**config.mk**
```make
export PLATFORM = sky130hd
export DESIGN_NAME = irq_arbiter
export DESIGN_NICKNAME = d
export VERILOG_FILES = /design/src/rtl/irq_arbiter.sv
export SDC_FILE = /design/constraint.sdc
export NUM_CORES = 1
export LEC_CHECK = 0
export CAP_MARGIN = 20
export CORE_AREA = 4 4 41 43
export DETAILED_ROUTE_END_ITERATION = 10
export DIE_AREA = 0 0 45 47
export DONT_BUFFER_PORTS = 1
export HOLD_SLACK_MARGIN = 0.15
export PLACE_DENSITY = 0.61
export SYNTH_ARGS = -nofsm -noshare
export SYNTH_HDL_FRONTEND = slang
export SYNTH_SLANG_ARGS = --single-unit
```
**constraint.sdc**
```tcl
create_clock -name clk -period 1.65 [get_ports clk]
set_clock_uncertainty 0.2 [all_clocks]
set_input_delay 0.33 -clock clk [delete_from_list [all_inputs] [get_ports clk]]
set_output_delay 0.33 -clock clk [all_outputs]
set_load 0.02 [all_outputs]
```
**src/rtl/irq_arbiter.sv**
```systemverilog
// irq_arbiter: multi-source interrupt arbiter feeding the single IRQ input of
// the instruction decoder. Captures N_SRC interrupt lines into pending bits
// (sticky rising-edge capture, or level-following), masks them with a
// software enable register, and requests the lowest-index eligible source.
// Once the CPU takes the request, further requests are held off until eret.
//
// Ports:
//   clk       system clock, all state updates on the rising edge
//   reset     synchronous active-high reset
//   src       raw interrupt lines, synchronous to clk
//   en_we     enable register write strobe
//   en_wdata  new enable value, bit i enables source i
//   clr_we    software clear of one pending bit (edge mode only)
//   clr_id    index of the pending bit to clear
//   kernel    CPU in kernel mode; no request is raised while high
//   take      CPU accepted the interrupt this cycle
//   eret      handler finished
//   IRQ       registered interrupt request to the decoder
//   irq_id    index of the source being requested or serviced
//   pending   pending register
//   enable    enable register
//   busy      handler in progress
module irq_arbiter #(
  parameter int unsigned N_SRC = 4,
  parameter int unsigned ID_W  = 2,
  parameter int unsigned EDGE  = 1
) (
  input  logic             clk,
  input  logic             reset,
  input  logic [N_SRC-1:0] src,
  input  logic             en_we,
  input  logic [N_SRC-1:0] en_wdata,
  input  logic             clr_we,
  input  logic [ID_W-1:0]  clr_id,
  input  logic             kernel,
  input  logic             take,
  input  logic             eret,
  output logic             IRQ,
  output logic [ID_W-1:0]  irq_id,
  output logic [N_SRC-1:0] pending,
  output logic [N_SRC-1:0] enable,
  output logic             busy
);

  typedef enum logic [1:0] {
    IDLE    = 2'd0,
    REQ     = 2'd1,
    SERVICE = 2'd2
  } state_t;

  state_t           state_q, state_d;
  logic [N_SRC-1:0] src_q;
  logic [N_SRC-1:0] pending_q, pending_d;
  logic [N_SRC-1:0] enable_q, enable_d;
  logic [ID_W-1:0]  irq_id_q, irq_id_d;

  logic [N_SRC-1:0] rise;
  logic [N_SRC-1:0] clr_mask;
  logic [N_SRC-1:0] elig;
  logic [ID_W-1:0]  winner;
  logic             take_now;

  assign elig     = pending_q & enable_q;
  assign take_now = (state_q == REQ) && take;

  // Pending capture; the rise term is OR-ed in after the clear so a set
  // and a clear landing on the same bit leave it set.
  always_comb begin
    rise     = src & ~src_q;
    clr_mask = '0;
    if (clr_we)
      clr_mask = clr_mask | (N_SRC'(1) << clr_id);
    if (take_now)
      clr_mask = clr_mask | (N_SRC'(1) << irq_id_q);
    if (EDGE != 0)
      pending_d = (pending_q & ~clr_mask) | rise;
    else
      pending_d = src;
  end

  always_comb begin
    enable_d = enable_q;
    if (en_we)
      enable_d = en_wdata;
  end

  // Lowest set index wins: scan from the top so the lowest hit is last.
  always_comb begin
    winner = '0;
    for (int unsigned i = N_SRC; i > 0; i--) begin
      if (elig[i-1])
        winner = ID_W'(i - 1);
    end
  end

  always_comb begin
    state_d  = state_q;
    irq_id_d = irq_id_q;
    unique case (state_q)
      IDLE: begin
        if ((elig != '0) && !kernel) begin
          state_d  = REQ;
          irq_id_d = winner;
        end
      end
      REQ: begin
        if (take) begin
          state_d = SERVICE;
        end else if ((elig == '0) || kernel) begin
          state_d = IDLE;
        end else begin
          irq_id_d = winner;
        end
      end
      SERVICE: begin
        if (eret)
          state_d = IDLE;
      end
      default: state_d = IDLE;
    endcase
  end

  always_ff @(posedge clk) begin
    if (reset) begin
      state_q   <= IDLE;
      src_q     <= src;
      pending_q <= '0;
      enable_q  <= '0;
      irq_id_q  <= '0;
    end else begin
      state_q   <= state_d;
      src_q     <= src;
      pending_q <= pending_d;
      enable_q  <= enable_d;
      irq_id_q  <= irq_id_d;
    end
  end

  assign IRQ     = (state_q == REQ);
  assign busy    = (state_q == SERVICE);
  assign irq_id  = irq_id_q;
  assign pending = pending_q;
  assign enable  = enable_q;

endmodule

```
=== Word level (Yosys, flattened, before mapping) ===
Index checks and enable logic that the tools add are counted.

* $add $sub $neg: 0
* Multiply operators: 0
* Divide/modulo/power cells: 0
* Order comparisons: 0
* Equal/unequal tests: 7
* Shifts and indexed selects: 2
* Muxes and demuxes: 15
* Bitwise gates (word level): 7
* Reduce and logical (&&, ||, !) cells: 10

{| class="wikitable"
|+ Operator list
! cell !! count
|-
| $mux W2 || 11
|-
| $and A4 B4 Y4 || 3
|-
| $mux W4 || 2
|-
| $ne A2 B2 Y1 const B || 4
|-
| $not A4 Y4 || 2
|-
| $or A4 B4 Y4 || 2
|-
| $shl A1 B2 Y4 const A || 2
|-
| $pmux W2 S3 || 1
|-
| $logic_not A4 Y1 || 1
|-
| $pmux W2 S2 || 1
|-
| $reduce_and A4 Y1 || 1
|-
| $reduce_bool A4 Y1 || 1
|-
| $ne A3 B2 Y1 const B || 1
|-
| $reduce_and A3 Y1 || 1
|-
| $eq A2 B1 Y1 const B || 1
|-
| $eq A2 B2 Y1 const B || 1
|-
| $logic_and A1 B1 Y1 || 2
|-
| $logic_not A2 Y1 || 1
|-
| $reduce_bool A2 Y1 || 1
|-
| $logic_not A1 Y1 || 1
|-
| $logic_or A1 B1 Y1 || 1
|}

* Register bits after elaboration: 16
* Latch bits: 0
* Memory bits (writable): 0
* ROM bits: 0
* Output and inout bits: 12
* Word-level logic and storage cells: 46
* Memories: 0

=== Logic depth before layout (Yosys ltp) ===
* Depth in word-level cells: 8
* Depth in mapped cells: 4
* Mapped depth without buffers: 4

=== Least setup slack after synthesis ===
Ideal clock, no wire load.

* Path type: flip-flop to flip-flop
* Start: register enable_q[0], in the netlist enable[0]
* End: register irq_id_q[0], in the netlist irq_id[0]
* Library setup time: 59 ps
* Arrival: 1,142 ps
* Data required time: 1,391 ps
* Slack: 249 ps
* Stages on the path, launching flop included: 5
* Path buffers: 0
* Clock period less this slack: 1,401 ps
* Path through: dfxtp_1 > a22o_1 > o21ai_2 > a2111oi_2 > a31o_1

* Cells in the longest elaborated chain, start to end: 5
* Elaborated cells between the ends (all ways): 13
* Classes of those cells: 2 x eq/ne; 5 x mux; 1 x bitwise; 5 x reduce/logical

{| class="wikitable"
|+ RTL lines
! element !! line !! text
|-
| start: declaration || 54 || <nowiki>logic [N_SRC-1:0] enable_q, enable_d;</nowiki>
|-
| start signal: assignment || 134 || <nowiki>enable_q <= enable_d;</nowiki>
|-
| $and A4 B4 Y4 * || 63 || <nowiki>assign elig = pending_q & enable_q;</nowiki>
|-
| $logic_not A4 Y1, or another cell as far along || 109 || <nowiki>end else if ((elig == '0) || kernel) begin</nowiki>
|-
| $logic_or A1 B1 Y1, or another cell as far along || 109 ||
|-
| $ne A2 B2 Y1 (no line) / $mux W2 (equally long branches) || -- ||
|-
| $reduce_and A4 Y1 (no line) / $pmux W2 S2 (equally long branches) || -- ||
|-
| end signal: assignment || 135 || <nowiki>irq_id_q <= irq_id_d;</nowiki>
|-
| end: declaration || 55 || <nowiki>logic [ID_W-1:0] irq_id_q, irq_id_d;</nowiki>
|}

Every way passes the cells marked *; elsewhere a longest branch is shown, timed or not. The select of a mux whose other input is x is not followed.
A chain may end at the register's enable or synchronous reset.

=== Final worst setup path ===
* Start: register state_q[1]
* End: output busy

* Cells in the longest elaborated chain, start to end: 1

{| class="wikitable"
|+ RTL lines
! element !! line !! text
|-
| start: declaration || 51 || <nowiki>state_t state_q, state_d;</nowiki>
|-
| start signal: assignment || 131 || <nowiki>state_q <= state_d;</nowiki>
|-
| $eq A2 B2 Y1 || 140 || <nowiki>assign busy = (state_q == SERVICE);</nowiki>
|-
| end: declaration || 42 || <nowiki>output logic busy</nowiki>
|}

No other way between the ends.

==> reports/results.tsv <==
stage	metric	value	unit
placed_design	final RePlAce weighted congestion	0.7224	
clocking	Clock Pin Slew Worst Setup and Hold Paths	0.09	ns
detailed_routing	drt pass-1 iters	3	
worst_setup_path	crit path buf inv count	0	
yosys	syn avg cell area	9.971	µm²
worst_setup_path	Crit Path Max Fanout	4	
pwr	power per cell area	896.7	nW/µm²
cells_and_area	Sequential Area	321.6	µm²
clocking	clock latency at the later pin of the worst-skew pair	0.29	ns
cells_and_area	FILL cells	119	
yosys	Synth warnings	0	
clocking	CTS tree	built	
yosys	Post-synth EDFFs	0	
cells_and_area	net count reported at finish	106	
worst_setup_path	Startpoint Class	register	
sta	Tcrit/Tclk final	94.85	%
yosys	Syn Inst Count	64	
detailed_routing	Remaining DRCs	0	
yosys	Most used DFF post-synth	dfxtp_1	
global_route	global-route wire length before repair	2456	µm
floorplan	Initial Utilization	49.04	%
yosys	post-synthesis sequential area ratio	50.20	%
floorplan	Die Area	2115	µm²
cells_and_area	share of layout cells above drive strength 1	19.32	%
sta	fin crit period	1.565	ns
yosys	synth unique cells	22	
yosys	syn nets	81	
clocking	TritonCTS Sinks	16	
cells_and_area	antenna cells	0	
sta	RSZ-0062 raised after global routing	false	
worst_setup_path	crit end category	primary output	
worst_setup_path	Worst R2R Setup Slack	0.24	ns
outcome	status	complete, no violations	
floorplan	Die Wd	45	µm
worst_setup_path	crit-path leading delay family	flip-flops	
global_route	largest net degree at the start of global routing	14	
floorplan	I/O pin count	29	
worst_setup_path	largest incremental delay on the critical path	0.46	ns
sta	Setup Total Neg Slack	0	ns
sta	endpoints failing setup	0	
clocking	clk buf depth	2	
yosys	asr flop ratio synth	0	%
detailed_routing	DR WL/cell	14.75	µm
clocking	Clock Tree Root	clkbuf_4	
cells_and_area	Multi-input gate area	299.0	µm²
detailed_routing	WL final	1519	µm
worst_setup_path	critical path class	reg2out	
floorplan	core area	1301	µm²
placed_design	PortBufs	0	
detailed_routing	Routed Antenna Nets	0	
yosys	mapped cell area	638.1	µm²
cells_and_area	post-route insts no fill	103	
sta	Slew HR	65.88	%
yosys	share of the synthesized area in the top cell type	50.20	%
global_route	total track usage	16.56	%
job	MaxCap Viol Count	0	
clocking	postcts setup bufs	0	
sta	final hold vios	0	
cells_and_area	Area growth, synth to finish	40.20	%
detailed_routing	post-DR vias/cell	5.427	
detailed_routing	DRT iter0 DRCs	7	
pwr	maximum vdd drop	0.5663	mV
cells_and_area	most common cell after layout, fill and taps aside	dfxtp_1	
placed_design	placed cell count	85	
sta	Tightest Pin Transition	0.5101	ns
placed_design	HPWL Detailed	1025	µm
worst_hold_path	worst hold path class	in2reg	
cells_and_area	most frequent cells in the layout	15 x dfxtp_1, 14 x dlygate4sd3_1, 8 x buf_4	
worst_setup_path	Crit-path slowest cell	dfxtp_1	
detailed_routing	Vias	559	
yosys	post-synthesis register bit count	16	
floorplan	Core Rows	13	
clocking	H-tree depth	1	
worst_setup_path	cell chain of the critical path	and2b_1	
global_route	vias in the first global route	544	
pwr	leakage power	0.3644	nW
clocking	CTS Buf Count	3	
global_route	initial antenna violation count	0	
floorplan	die extent in y	47	µm
yosys	Synth area leaders	dfxtp_1 50%, mux2i_1 6.3%, nor2_1 4.1%	
global_route	gr ovfl total	0	
worst_setup_path	Arr. time, crit path	1.03	ns
yosys	post-synth top area cell	dfxtp_1	
sta	Final Max Slew Viols	0	
worst_setup_path	CP required	1.12	ns
sta	Fmax	0.6390	GHz
[power breakdown]
part | switching [mW] | internal (mW)
registers | 0.0136 | 0.405
clock network | 0.130 | 0.135
logic | 0.0584 | 0.0598
[logic make-up (layout without fill, tap and decap cells)]
group                  after synthesis  after routing  synth area share, %
and+or+nand+nor                     20             20                16.08
buffers and inverters                7             31                4.118
DFF                                 16             16                50.20
AOI/OAI and AO/OA                   17             17                23.34
muxes                                4              4                6.275
[timing repair]
action / 4_1_cts / 5_1_grt
hold endpoints to repair: 16 / 7
setup endpoints to repair: 1 / 6
resized for setup: 1 / 2
hold buffers: 17 / 1
cloned: 0 / 0
[area by class of cell]
type                            instances  share of cell area (%)
Sequential cell                        16                   35.94
Multi-Input combinational cell         41                   33.43
Timing Repair Buffer                   22                   22.38
Clock buffer                            4                   4.056
Inverter                                5                   2.098
Tap cell                               15                   2.098
[final timing paths]
path,cells past startpoint,to,start
max reg2reg,4,pending[0]$_SDFF_PP0_,state_q[1]$_SDFFE_PP0P_
min,3,state_q[0]$_SDFFE_PP0P_,kernel
min reg2reg,2,pending[0]$_SDFF_PP0_,src_q[0]$_DFF_P_
max,1,busy,state_q[1]$_SDFFE_PP0P_
[state kept, by name (all words and copies together), names as in the netlist]
| signal | flops |
|---|---|
| irq_id | 2 |
| enable | 4 |
| src_q | 4 |
| pending | 4 |
| state_q | 2 |
[stage by stage]
| step | cell area [µm²] | hold slack (ns) | power, mW | util [%] | worst slack [ns] |
|---|---|---|---|---|---|
| floorplan | 638.1 | 0.1577 | 0.4860 | - | 0.2488 |
| global placement | 709.4 | 0.1578 | 0.5084 | 54.52 | 0.2606 |
| detailed placement | 709.4 | 0.1578 | 0.5094 | 54.52 | 0.2326 |
| CTS | 918.4 | 0.01570 | 0.8182 | 70.58 | 0.01559 |
| global route | 894.6 | 0.04107 | 0.8370 | 68.75 | 0.009388 |
| finish | 894.6 | 0.02072 | 0.8022 | 68.75 | 0.08505 |
[layer usage]
layer	track usage, %	vias up	part of all wire, %
met5	0	-	0
met4	10.53	0	1.9
met2	27.12	20	47
met1	19.53	258	42
met3	3.831	2	8.4
li1	-	279	-
[synth_stat cells (2+ instances only)]
| cell | n |
|---|---|
| a32oi_1 | 2 |
| mux2i_1 | 4 |
| a21oi_1 | 4 |
| nor2b_1 | 2 |
| nand2_1 | 2 |
| nor2_1 | 7 |
| clkbuf_1 | 2 |
| a22o_1 | 2 |
| inv_1 | 5 |
| nand2b_1 | 4 |
| nand3_1 | 2 |
| o221ai_1 | 3 |
| dfxtp_1 | 16 |
Power figures use the tool's default switching activity.
